## src/rtl/uart_pkg.sv

```systemverilog
// Shared constants for the UART AXI4-Lite register block: offsets, response
// codes, CONTROL/STATUS bit positions and the channel FSM state types.
package uart_pkg;

  localparam logic [31:0] OFF_RX_DATA = 32'h00;
  localparam logic [31:0] OFF_TX_DATA = 32'h04;
  localparam logic [31:0] OFF_STATUS  = 32'h08;
  localparam logic [31:0] OFF_CONTROL = 32'h0C;
  localparam logic [31:0] OFF_SCRATCH = 32'h10;
  localparam logic [31:0] OFF_IRQ_EN  = 32'h14;

  localparam logic [1:0] RESP_OKAY   = 2'b00;
  localparam logic [1:0] RESP_SLVERR = 2'b10;
  localparam logic [1:0] RESP_DECERR = 2'b11;

  localparam int CTRL_RX_EN       = 0;
  localparam int CTRL_TX_EN       = 1;
  localparam int CTRL_RX_FIFO_RST = 4;
  localparam int CTRL_TX_FIFO_RST = 5;

  localparam int STAT_RX_EMPTY = 0;
  localparam int STAT_RX_FULL  = 1;
  localparam int STAT_TX_EMPTY = 2;
  localparam int STAT_TX_FULL  = 3;
  localparam int STAT_OVERRUN  = 4;

  typedef enum logic [1:0] {W_IDLE, W_ADDR, W_DATA, W_RESP} wstate_t;
  typedef enum logic {R_IDLE, R_RESP} rstate_t;

  typedef enum logic [2:0] {
    SEL_RX_DATA, SEL_TX_DATA, SEL_STATUS, SEL_CONTROL, SEL_SCRATCH, SEL_IRQ_EN, SEL_NONE
  } reg_sel_t;

endpackage

```

## src/rtl/axi4l_uart_decode.sv

```systemverilog
// Combinational address decoder for the UART register window.
// 0x14 (IRQ_ENABLE) is only mapped when UART_REGS_IRQ_EN is defined.
module axi4l_uart_decode
  import uart_pkg::*;
#(
  parameter int ADDR_WIDTH = 32,
  parameter logic [ADDR_WIDTH-1:0] BASE_ADDR = '0,
  parameter logic [ADDR_WIDTH-1:0] BASE_MASK = ADDR_WIDTH'(32'h0000_0FFF)
) (
  input  logic [ADDR_WIDTH-1:0] addr,
  output logic                  hit,
  output reg_sel_t              sel,
  output logic                  rd_err,
  output logic                  wr_err
);

  logic [ADDR_WIDTH-1:0] word;

  assign hit  = (addr & ~BASE_MASK) == (BASE_ADDR & ~BASE_MASK);
  // Byte lane bits are ignored: all registers are word aligned.
  assign word = addr & BASE_MASK & ~ADDR_WIDTH'(3);

  always_comb begin
    sel = SEL_NONE;
    if (word == ADDR_WIDTH'(OFF_RX_DATA))      sel = SEL_RX_DATA;
    else if (word == ADDR_WIDTH'(OFF_TX_DATA)) sel = SEL_TX_DATA;
    else if (word == ADDR_WIDTH'(OFF_STATUS))  sel = SEL_STATUS;
    else if (word == ADDR_WIDTH'(OFF_CONTROL)) sel = SEL_CONTROL;
    else if (word == ADDR_WIDTH'(OFF_SCRATCH)) sel = SEL_SCRATCH;
`ifdef UART_REGS_IRQ_EN
    else if (word == ADDR_WIDTH'(OFF_IRQ_EN))  sel = SEL_IRQ_EN;
`endif
  end

  assign rd_err = hit && (sel == SEL_NONE || sel == SEL_TX_DATA);
  assign wr_err = hit && (sel == SEL_NONE || sel == SEL_RX_DATA || sel == SEL_STATUS);

endmodule

```

## src/rtl/axi4l_uart_regs.sv

```systemverilog
// AXI4-Lite register file for the UART: data, status, control, scratch and
// FIFO strobes. Define UART_REGS_IRQ_EN to add IRQ_ENABLE (0x14) and irq.
module axi4l_uart_regs
  import uart_pkg::*;
#(
  parameter int AXI_ADDR_WIDTH = 32,
  parameter int AXI_DATA_WIDTH = 32,
  parameter logic [AXI_ADDR_WIDTH-1:0] AXI_BASE_ADDR = '0,
  parameter logic [AXI_ADDR_WIDTH-1:0] AXI_BASE_MASK = AXI_ADDR_WIDTH'(32'h0000_0FFF)
) (
  input  logic                      clk,
  input  logic                      rst_n,
  input  logic [AXI_ADDR_WIDTH-1:0] s_axi_awaddr,
  input  logic                      s_axi_awvalid,
  output logic                      s_axi_awready,
  input  logic [31:0]               s_axi_wdata,
  input  logic [3:0]                s_axi_wstrb,
  input  logic                      s_axi_wvalid,
  output logic                      s_axi_wready,
  output logic [1:0]                s_axi_bresp,
  output logic                      s_axi_bvalid,
  input  logic                      s_axi_bready,
  input  logic [AXI_ADDR_WIDTH-1:0] s_axi_araddr,
  input  logic                      s_axi_arvalid,
  output logic                      s_axi_arready,
  output logic [31:0]               s_axi_rdata,
  output logic [1:0]                s_axi_rresp,
  output logic                      s_axi_rvalid,
  input  logic                      s_axi_rready,
  output logic                      tx_wr_en,
  output logic [7:0]                tx_wr_data,
  input  logic                      tx_full,
  input  logic                      tx_empty,
  output logic                      rx_rd_en,
  input  logic [7:0]                rx_rd_data,
  input  logic                      rx_full,
  input  logic                      rx_empty,
  input  logic                      rx_overrun,
  output logic                      rx_enable,
  output logic                      tx_enable,
  output logic                      rx_fifo_rst,
  output logic                      tx_fifo_rst,
  output logic                      irq
);

  if (AXI_DATA_WIDTH != 32) begin : g_width_check
    $error("axi4l_uart_regs supports only AXI_DATA_WIDTH = 32");
  end

  wstate_t wstate;
  rstate_t rstate;
  logic [AXI_ADDR_WIDTH-1:0] aw_addr_reg, wr_addr;
  logic [31:0] w_data_reg, wr_data, scratch_reg, rd_data;
  logic [3:0]  w_strb_reg, wr_strb;
  logic aw_hs, w_hs, ar_hs, wr_fire, wr_ok, status_clr, overrun_sticky_reg;
  logic wr_hit, wr_err, rd_hit, rd_err;
  logic [1:0] wr_resp, rd_resp;
  reg_sel_t wr_sel, rd_sel;

  axi4l_uart_decode #(.ADDR_WIDTH(AXI_ADDR_WIDTH), .BASE_ADDR(AXI_BASE_ADDR), .BASE_MASK(AXI_BASE_MASK))
    u_wr_decode (.addr(wr_addr), .hit(wr_hit), .sel(wr_sel), .rd_err(), .wr_err(wr_err));
  axi4l_uart_decode #(.ADDR_WIDTH(AXI_ADDR_WIDTH), .BASE_ADDR(AXI_BASE_ADDR), .BASE_MASK(AXI_BASE_MASK))
    u_rd_decode (.addr(s_axi_araddr), .hit(rd_hit), .sel(rd_sel), .rd_err(rd_err), .wr_err());

  assign aw_hs = s_axi_awvalid && s_axi_awready;
  assign w_hs  = s_axi_wvalid && s_axi_wready;
  assign ar_hs = s_axi_arvalid && s_axi_arready;

  // The half that arrived first is replayed from its holding register.
  assign wr_addr = (wstate == W_ADDR) ? aw_addr_reg : s_axi_awaddr;
  assign wr_data = (wstate == W_DATA) ? w_data_reg : s_axi_wdata;
  assign wr_strb = (wstate == W_DATA) ? w_strb_reg : s_axi_wstrb;

  always_comb begin
    wr_fire = 1'b0;
    case (wstate)
      W_IDLE:  wr_fire = aw_hs && w_hs;
      W_ADDR:  wr_fire = w_hs;
      W_DATA:  wr_fire = aw_hs;
      default: wr_fire = 1'b0;
    endcase
  end

  always_comb begin
    if (!wr_hit)                                       wr_resp = RESP_DECERR;
    else if (wr_err || (wr_sel == SEL_TX_DATA && tx_full)) wr_resp = RESP_SLVERR;
    else                                               wr_resp = RESP_OKAY;
  end

  assign wr_ok      = wr_fire && (wr_resp == RESP_OKAY);
  assign tx_wr_en   = wr_ok && (wr_sel == SEL_TX_DATA) && wr_strb[0];
  assign tx_wr_data = wr_data[7:0];

  always_ff @(posedge clk) begin
    if (!rst_n) begin
      wstate        <= W_IDLE;
      s_axi_awready <= 1'b0;
      s_axi_wready  <= 1'b0;
      s_axi_bvalid  <= 1'b0;
      s_axi_bresp   <= RESP_OKAY;
      aw_addr_reg   <= '0;
      w_data_reg    <= '0;
      w_strb_reg    <= '0;
    end else if (wr_fire) begin
      s_axi_awready <= 1'b0;
      s_axi_wready  <= 1'b0;
      s_axi_bvalid  <= 1'b1;
      s_axi_bresp   <= wr_resp;
      wstate        <= W_RESP;
    end else begin
      case (wstate)
        W_IDLE: begin
          if (aw_hs) begin
            aw_addr_reg   <= s_axi_awaddr;
            s_axi_awready <= 1'b0;
            wstate        <= W_ADDR;
          end else if (w_hs) begin
            w_data_reg   <= s_axi_wdata;
            w_strb_reg   <= s_axi_wstrb;
            s_axi_wready <= 1'b0;
            wstate       <= W_DATA;
          end else begin
            s_axi_awready <= 1'b1;
            s_axi_wready  <= 1'b1;
          end
        end
        W_RESP: begin
          if (s_axi_bready) begin
            s_axi_bvalid  <= 1'b0;
            s_axi_awready <= 1'b1;
            s_axi_wready  <= 1'b1;
            wstate        <= W_IDLE;
          end
        end
        default: ;
      endcase
    end
  end

  assign rx_rd_en   = ar_hs && (rd_sel == SEL_RX_DATA) && (rd_resp == RESP_OKAY);
  assign status_clr = ar_hs && (rd_sel == SEL_STATUS) && (rd_resp == RESP_OKAY);

`ifdef UART_REGS_IRQ_EN
  logic [2:0] irq_en_reg;
  logic       irq_reg;

  always_ff @(posedge clk) begin
    if (!rst_n) begin
      irq_en_reg <= '0;
      irq_reg    <= 1'b0;
    end else begin
      if (wr_ok && wr_sel == SEL_IRQ_EN && wr_strb[0]) irq_en_reg <= wr_data[2:0];
      irq_reg <= |(irq_en_reg & {overrun_sticky_reg, tx_empty, !rx_empty});
    end
  end
  assign irq = irq_reg;
`else
  assign irq = 1'b0;
`endif

  always_comb begin
    rd_data = '0;
    if (!rd_hit) begin
      rd_resp = RESP_DECERR;
    end else if (rd_err || (rd_sel == SEL_RX_DATA && rx_empty)) begin
      rd_resp = RESP_SLVERR;
    end else begin
      rd_resp = RESP_OKAY;
      case (rd_sel)
        SEL_RX_DATA: rd_data[7:0] = rx_rd_data;
        SEL_STATUS: begin
          rd_data[STAT_RX_EMPTY] = rx_empty;
          rd_data[STAT_RX_FULL]  = rx_full;
          rd_data[STAT_TX_EMPTY] = tx_empty;
          rd_data[STAT_TX_FULL]  = tx_full;
          rd_data[STAT_OVERRUN]  = overrun_sticky_reg;
        end
        SEL_CONTROL: begin
          rd_data[CTRL_RX_EN] = rx_enable;
          rd_data[CTRL_TX_EN] = tx_enable;
        end
        SEL_SCRATCH: rd_data = scratch_reg;
`ifdef UART_REGS_IRQ_EN
        SEL_IRQ_EN:  rd_data[2:0] = irq_en_reg;
`endif
        default:     rd_data = '0;
      endcase
    end
  end

  always_ff @(posedge clk) begin
    if (!rst_n) begin
      rstate        <= R_IDLE;
      s_axi_arready <= 1'b0;
      s_axi_rvalid  <= 1'b0;
      s_axi_rdata   <= '0;
      s_axi_rresp   <= RESP_OKAY;
    end else begin
      case (rstate)
        R_IDLE: begin
          if (ar_hs) begin
            s_axi_arready <= 1'b0;
            s_axi_rvalid  <= 1'b1;
            s_axi_rdata   <= rd_data;
            s_axi_rresp   <= rd_resp;
            rstate        <= R_RESP;
          end else begin
            s_axi_arready <= 1'b1;
          end
        end
        default: begin
          if (s_axi_rready) begin
            s_axi_rvalid  <= 1'b0;
            s_axi_arready <= 1'b1;
            rstate        <= R_IDLE;
          end
        end
      endcase
    end
  end

  always_ff @(posedge clk) begin
    if (!rst_n) begin
      rx_enable          <= 1'b0;
      tx_enable          <= 1'b0;
      rx_fifo_rst        <= 1'b0;
      tx_fifo_rst        <= 1'b0;
      scratch_reg        <= '0;
      overrun_sticky_reg <= 1'b0;
    end else begin
      rx_fifo_rst <= 1'b0;
      tx_fifo_rst <= 1'b0;
      if (wr_ok && wr_sel == SEL_CONTROL && wr_strb[0]) begin
        rx_enable   <= wr_data[CTRL_RX_EN];
        tx_enable   <= wr_data[CTRL_TX_EN];
        rx_fifo_rst <= wr_data[CTRL_RX_FIFO_RST];
        tx_fifo_rst <= wr_data[CTRL_TX_FIFO_RST];
      end
      if (wr_ok && wr_sel == SEL_SCRATCH) begin
        for (int b = 0; b < 4; b++)
          if (wr_strb[b]) scratch_reg[8*b +: 8] <= wr_data[8*b +: 8];
      end
      // A new overrun in the same cycle as the clearing read stays visible.
      if (rx_overrun)      overrun_sticky_reg <= 1'b1;
      else if (status_clr) overrun_sticky_reg <= 1'b0;
    end
  end

endmodule

```

## config.mk

```make
export PLATFORM = sky130hd
export DESIGN_NAME = axi4l_uart_regs
export DESIGN_NICKNAME = d
export VERILOG_FILES = /design/src/rtl/uart_pkg.sv /design/src/rtl/axi4l_uart_decode.sv /design/src/rtl/axi4l_uart_regs.sv
export SDC_FILE = /design/constraint.sdc
export NUM_CORES = 1
export LEC_CHECK = 0
export CAP_MARGIN = 20
export CORE_ASPECT_RATIO = 0.8
export CORE_MARGIN = 1
export CORE_UTILIZATION = 52
export CTS_BUF_LIST = sky130_fd_sc_hd__clkbuf_8 sky130_fd_sc_hd__clkbuf_16
export DETAILED_ROUTE_END_ITERATION = 8
export GPL_TIMING_DRIVEN = 0
export PLACE_DENSITY_LB_ADDON = 0.3
export SLEW_MARGIN = 20
export SYNTH_ARGS = -nofsm -noshare
export SYNTH_HDL_FRONTEND = slang
export SYNTH_SLANG_ARGS = --single-unit
export TNS_END_PERCENT = 100
```

## constraint.sdc

```tcl
create_clock -name clk -period 3.52 [get_ports clk]
set_input_delay 0.528 -clock clk [delete_from_list [all_inputs] [get_ports clk]]
set_output_delay 0.528 -clock clk [all_outputs]
set_load 0.01 [all_outputs]
```

==> results of run 1 <==
## metal layers
metal | wire [µm] | part of all wire [%]
met5 | 0 | 0
met4 | 208 | 1.2
met3 | 1320 | 7.6
met2 | 8000 | 46
met1 | 7920 | 45
## cells in the mapped netlist (all sizes together)
master / count / area [µm²]
nand2: 237 / 892
dfxtp: 147 / 2940
a21boi: 68 / 510
mux2i: 44 / 448
clkbuf: 37 / 139
mux2: 36 / 409
o21ai: 36 / 180
buf: 20 / 139
nor2: 17 / 63.8
nor4: 17 / 125
nor2b: 10 / 62.6
nor3: 10 / 72.6
a22oi: 7 / 52.6
nand2b: 7 / 51.3
nand3: 6 / 30.0
nor3b: 5 / 37.5
nor4b: 5 / 68.8
a211oi: 4 / 35.0
a21oi: 4 / 20.0
a32oi: 4 / 35.0
and3: 3 / 18.8
o21a: 3 / 22.5
or4: 3 / 30.0
and2: 2 / 12.5
inv: 2 / 7.51
or2: 2 / 12.5
and4b: 1 / 10.0
conb: 1 / 3.75
nand4: 1 / 6.26
o211a: 1 / 10.0
o31a: 1 / 8.76
or3: 1 / 6.26
## power by group through the flow
stage | Sequential, µW | Combinational, µW | Clock, µW
2_1_floorplan | 1800 | 345 | 0
3_3_place_gp | 1810 | 627 | 0
3_5_place_dp | 1810 | 634 | 0
4_1_cts | 1770 | 643 | 1800
5_1_grt | 1780 | 699 | 1890
6_report | 1770 | 644 | 1790
## layout by cell type, fill, tap and decap left out, types with 3 or more instances in the layout
master	n
sky130_fd_sc_hd__nor2b_1	10
sky130_fd_sc_hd__dfxtp_1	147
sky130_fd_sc_hd__nor4b_2	5
sky130_fd_sc_hd__mux2i_1	42
sky130_fd_sc_hd__nor3_1	8
sky130_fd_sc_hd__nor3b_1	5
sky130_fd_sc_hd__clkbuf_1	35
sky130_fd_sc_hd__clkdlybuf4s50_1	168
sky130_fd_sc_hd__nor2_1	17
sky130_fd_sc_hd__buf_2	3
sky130_fd_sc_hd__a32oi_1	4
sky130_fd_sc_hd__buf_1	3
sky130_fd_sc_hd__nor4_2	4
sky130_fd_sc_hd__nand2b_1	6
sky130_fd_sc_hd__a21boi_0	68
sky130_fd_sc_hd__a21oi_1	4
sky130_fd_sc_hd__o21ai_0	33
sky130_fd_sc_hd__nand3_1	6
sky130_fd_sc_hd__clkinvlp_4	5
sky130_fd_sc_hd__a22oi_1	7
sky130_fd_sc_hd__clkbuf_16	17
sky130_fd_sc_hd__inv_1	3
sky130_fd_sc_hd__o21a_1	3
sky130_fd_sc_hd__and3_1	3
sky130_fd_sc_hd__nand2_1	236
sky130_fd_sc_hd__inv_6	4
sky130_fd_sc_hd__nor4_1	13
sky130_fd_sc_hd__mux2_2	35
sky130_fd_sc_hd__buf_4	12
## critical path, cell delays in order
cell                              delay, ns
sky130_fd_sc_hd__clkdlybuf4s50_1       0.43
sky130_fd_sc_hd__nor4_2                0.36
sky130_fd_sc_hd__nand3_1               0.19
sky130_fd_sc_hd__nor2_1                0.17
sky130_fd_sc_hd__o21ai_2               0.20
sky130_fd_sc_hd__nor4b_2               0.37
sky130_fd_sc_hd__clkdlybuf4s50_1       0.59
## final cells by class
class,count,share of cell area [%]
Buffer,56,3.07
Clock inverter,14,1.68
Multi-Input combinational cell,536,36.4
Tap cell,152,2.12
Timing Repair Buffer,169,18.9
Clock buffer,18,4.91
Inverter,2,0.0839
Sequential cell,147,32.9
## logic make-up after synthesis
kind of cell,count (synthesis),share of synthesized area (%)
AOI/OAI and AO/OA,128,13.5
buffers and inverters,59,4.41
and+or+nand+nor,327,23.2
other,1,0.0580
muxes,80,13.3
DFF,147,45.5
## per-stage QoR
step	setup slack [ns]	util [%]	instances	hold slack (ns)
floorplan	0.839	-	742	0.435
global placement	-0.282	68.6	1063	0.436
detailed placement	-0.280	68.6	1063	0.441
CTS	0.0449	73.6	1095	0.449
global route	0.0414	73.6	1094	0.472
finish	0.145	73.6	1094	0.449
## final timing paths
kind | end | start
worst min register to register | s_axi_rdata[12] | s_axi_rdata[12]
worst min-delay path | s_axi_rdata[12] | s_axi_rdata[12]
worst max-delay path | tx_wr_en | s_axi_awaddr[14]
worst max register to register | scratch_reg[14] | wstate[1]
## timing repair
item	in CTS	in global routing
endpoints found under the setup margin	8	7
pin swaps	0	0
gates resized for setup	5	1
==> impl_summary.md, run 1 <==
Clocking
The CTS buffer count is 17. The TritonCTS clock tree is yes. The count of buffers added by post-CTS timing repair for setup is 0. In this run the number of H-tree levels came out at 4. No sink is reached through more buffers than the 2 on the longest clock path. The cell at the root of the clock tree is sky130_fd_sc_hd__clkbuf_16. The CTS sink count is 147.

Buffers inserted to repair hold after CTS numbered 0. Clock-pin slew was measured on the worst setup and hold paths at 0.06 ns. Clock latency on the worst-skew pair, taken at its later pin, is 0.42 ns.

Global routing
The number of global-route vias before repair is 5520. The first global-routing pass estimated 27200 µm of wire. The total grt overflow is 0. The largest net degree at the start of global routing is 17.

The global routing met2 resource utilization is 47.0%. In this run the most used layer during global routing was met2. The global-route track usage on met3 is 6.34%.

For met1 alone, demand over resource in global routing was 34.6%. The global routing usage summed across all routing layers is 27.4%. The initial antenna violation count was 0.

Pwr
The largest vdd supply drop is 0.330 mV. The leakage power summed over all cells is 0.00315 µW. Sequential cells account for 42.1% of the total power. The total internal power is 3130 µW.

Dividing total power by cell area gives a power density of 470 mW/mm². The net switching power is 1080 µW. The net switching share of the total power is 25.7%. The combinational share of power is 15.3%. The overall power is 4210 µW.

The part of the power in the clock network is 42.6%.

Timing
The clock tree skew after final layout is 0.0123 ns. The final period utilization is 95.9%. The final critical-path required period is 3.38 ns. The count of pins over their slew limit is 0. Summed over all failing endpoints, the final setup total negative slack is 0 ns.

The count of endpoints failing hold in the final timing report is 0. At the pin with the least slew margin, the transition time is 0.658 ns. Setup repair after global routing left no endpoint under its margin.

Setup violations remaining at the end of the flow were counted as 0. In this run the tightest slew margin relative to its limit is 56.1%. The highest attainable clock frequency is 0.296 GHz.

Job
Max-cap violations in this run came to 0.

Final layout
The number of filler instances in the final layout is 926. The multi-input combinational cells in the finished layout cover a total of 0.00326 mm². The final instance area is 0.00895 mm². The count of nets after finishing is 1049. Of the cells placed in the final design, the portion with a size suffix greater than 1 is 11.4%. The area of all sequential standard cells is 0.00294 mm².

The count of antenna diodes in the layout is 0. From synthesis to final layout, the design area changed by 38.5%.

Route
Once detail routing completed, the nets flagged for antenna violations numbered 0. The first-iteration detailed-routing DRC count is 325. After detailed routing, the average wire length per cell comes to 16.0 µm. The total number of vias is 5884. Before antenna repair, the detailed router went through 6 iterations.

In the routed design, unresolved DRC markers number 0. For this block, the routed nets add up to 17500 µm of wire. After detailed routing, the number of vias per cell comes to 5.38.

Place
The detailed placement HPWL is 12900 µm. The final estimated routing congestion in global placement is 0.816. Port buffering added 169 buffers. In this run the cell area measured after placement is 0.00835 mm².

Run status
The run finished with clean final reports.

Critical path
The kind of end point of the critical path is a primary output. STA puts the critical path data required time at 2.99 ns. Along the worst path, the maximum fanout reaches 9. The critical path class is in -> out.

Data on the critical path arrives at its endpoint at 2.85 ns. The kind of start point of the critical path is an input port. For flop-to-flop paths, the worst setup slack is 1.06 ns.

Counting cells, the worst reg-to-reg path comes to 10.

Floorplanning
The height of the die is 102 µm. In this run the count of I/O pins placed on the die edge is 176. The die is 127 µm wide. The initial core utilization is 53.1%. In this run the standard cell core region covers 0.0122 mm².

The initialized floorplan defines 36 standard-cell rows. The die covers 0.0129 mm².

Logic synthesis
Summing every instance area after synthesis gives 0.00646 mm². A synthesized cell averages 8.71 µm². Counting every net in the synthesized netlist gives 862. The gate count after technology mapping is 742. The sequential share of the synthesized area is 45.5%. Counting flops and latches in the post-synthesis netlist gives 147. The number of warnings reported in the yosys synthesis log is 0. After synthesis, the netlist uses 45 different library cells.

Worst hold path
The worst hold path passes through 2 cells. The path type of the worst min-delay path is reg -> reg.
No activity file was read; power rests on OpenSTA's default activity.
==> inputs of run 2 (changes only) <==
--- a/config.mk
+++ b/config.mk
@@ -8,9 +8,10 @@
 export CAP_MARGIN = 20
 export CORE_ASPECT_RATIO = 0.8
 export CORE_MARGIN = 1
-export CORE_UTILIZATION = 52
+export CORE_UTILIZATION = 64
 export CTS_BUF_LIST = sky130_fd_sc_hd__clkbuf_8 sky130_fd_sc_hd__clkbuf_16
 export DETAILED_ROUTE_END_ITERATION = 8
+export DONT_BUFFER_PORTS = 1
 export GPL_TIMING_DRIVEN = 0
 export PLACE_DENSITY_LB_ADDON = 0.3
 export SLEW_MARGIN = 20
==> run 2 against run 1 <==
Worst hold slack worse by 0.21 ns. Utilization is 1.1 points higher. Register-to-register slack worse by 0.27 ns. Global-route usage is 6.4 points higher.
==> impl_summary.md, run 2 (same netlist as run 1, synthesis figures left out) <==
Final layout
The sequential cells in the finished layout cover a total of 0.00294 mm². The final core area utilization is 74.7%. At the end of the flow, the number of nets in the layout was 881. The area of the multi-input gates is 0.00324 mm². In the layout the commonest cells are 236 x sky130_fd_sc_hd__nand2_1, 147 x sky130_fd_sc_hd__dfxtp_1, 68 x sky130_fd_sc_hd__a21boi_0, 42 x sky130_fd_sc_hd__mux2i_1, 37 x sky130_fd_sc_hd__clkbuf_1. Fill cells in the final layout number 713.

The count of antenna diodes in the layout is 0. The fraction of final layout cells with drive strength greater than 1 is 12.8%. Compared with the post-synthesis result, the final layout area differs by 12.4%.

The most common library cell in the layout ignoring fill and taps is sky130_fd_sc_hd__nand2_1.

Route
The number of routed nets with antenna violations is 0. After detailed routing, the average wire length per cell comes to 19.0 µm. The residual DRC count is 0.

The detailed router finished its first iteration with 301 violations. The total number of vias is 5467. Summed over all layers, the routed wires come to 17300 µm. For this run, the detailed router's first-pass iteration total came to 5. After detailed routing, the number of vias per cell comes to 6.01.

Timing
The count of endpoints failing hold in the final timing report is 0. The final critical-path required period is 3.33 ns. The worst-margin pin slew is 0.969 ns. The highest attainable clock frequency is 0.301 GHz. Setup violations remaining at the end of the flow were counted as 0.

Dividing the final minimum period by the clock period gives 94.5%. The count of pins over their slew limit came to 0. The sum of negative setup slack is 0 ns. Setup repair after global routing left no endpoint under its margin. In this run the tightest slew margin relative to its limit is 35.0%. Clock skew on the completed layout was measured at 0.00874 ns.

Global routing
Entering global routing, the biggest net connects 17 pins. Global routing finished with a remaining overflow of 0. The number of global-route vias before repair is 5470. The initial antenna violation count is 0. The global routing usage summed across all routing layers is 33.8%. The first-pass GRT wire length is 26800 µm.

Critical path
The kind of end point of the critical path is a primary output. The slowest stage cell on the critical path is sky130_fd_sc_hd__nor4b_1. Setup slack on the worst reg-to-reg path comes out at 0.79 ns. The critical register-to-register path startpoint is s_axi_awready.

The family with the most delay on the worst path is compound AO/OA/AOI/OAI gates. The critical-path maximum fanout is 9. Data on the critical path is required at its endpoint by 2.99 ns. The worst flop-to-flop path endpoint is scratch_reg[18]. The kind of start point of the critical path is a flop. The delay of the slowest critical-path stage is 0.67 ns. The path depth of the worst reg2reg path is 6. Traced cell by cell, the critical path runs through a21oi_1 -> a211oi_1 -> o21ai_1 -> nor4b_1. The setup path with the least slack is of type reg -> out.

Tracing the worst setup path back leads to its startpoint at s_axi_awready. The critical path contains buffers and inverters numbering 0 combined. At the worst endpoint, the arrival time is 2.80 ns.

Pwr
For this design the ratio of total power to cell area is 574 mW/mm². After layout, the design draws a total of 4170 µW. Summed over all cells, the static leakage comes to 0.00254 µW. The worst-case IR drop observed on VDD is 0.360 mV.

Clocking
The TritonCTS clock tree is yes. The clock-pin slew reported for the worst setup and hold paths after clock tree synthesis is 0.06 ns. The number of clock buffers added by TritonCTS is 17.

The tree is rooted in a sky130_fd_sc_hd__clkbuf_16. Once the clock tree was built, the setup fixing pass inserted 0 buffers. The clock tree synthesis step divided the H-tree into 4 levels. The number of gates given a new drive strength after cts is 0. For this design, the sink count on the clock tree is 147. The maximum count of clock buffers along a single path is 2. The insertion delay of the later-clocked pin in the worst-skew pair is 0.42 ns. For this design, the CTS-stage hold fixing added 0 buffers.

Worst hold path
The end of the worst hold path is overrun_sticky_reg. Along the worst hold path, the cell count comes to 1. The startpoint identified for the worst hold timing path is rx_overrun.

In this run the worst hold path is classified as in -> reg.

Floorplanning
The number of core rows is 32. The width of the die is 114 µm. The initial utilization of the core area, before any placement, comes to 66.4%. The height of the die is 91.9 µm. 176 I/O pins were placed. The area of the core is 0.00973 mm². The floorplan step defined a die boundary enclosing 0.0105 mm².

Place
The HPWL after detailed placement is 12600 µm. The count of input and output buffers is 0. The congestion estimate from routability-driven global placement came to 0.848.

Run status
The flow ran to the end, and the final reports show no timing, DRC or antenna violations.

Job
The count of max-cap constraint violations is 0.
run 2: final cells by class:
class	count	share of cell area, %
multi-input cells	536	44.5
flip-flops and latches	147	40.5
clock buffers	18	6.04
plain buffers	57	3.82
clock inverters	13	2.65
well taps	136	2.34
inverters	2	0.103
run 2: report_power, final:
part	internal, µW	switching, µW	leakage (µW)	total (µW)
Clock	1260	675	0.000319	1930
Combinational	182	266	0.00103	448
Sequential	1730	50.6	0.00119	1790
run 2: worst max path at each step:
stage	endpoint	cells after the start	slack (ns)
after floorplan	rx_rd_en	5	0.84
after global placement	tx_wr_en	4	0.72
after detailed placement	tx_wr_en	4	0.67
after CTS	tx_wr_en	4	0.24
after global routing	tx_wr_en	4	0.01
final	tx_wr_en	4	0.19
run 2: metal layers:
metal / GRT usage [%] / share of wire (%)
met5: 0 / 0
met4: 18.4 / 4.0
met3: 10.7 / 8.1
met2: 57.8 / 49
met1: 37.4 / 39
run 2: per-stage QoR:
stage	worst slack (ns)	std cells	hold WS [ns]	area, µm²
6_report	0.193	909	0.240	7270
5_1_grt	0.00956	909	0.230	7270
4_1_cts	0.239	909	0.231	7270
3_5_place_dp	0.668	878	0.451	6630
3_3_place_gp	0.718	878	0.444	6630
2_1_floorplan	0.839	742	0.435	6460
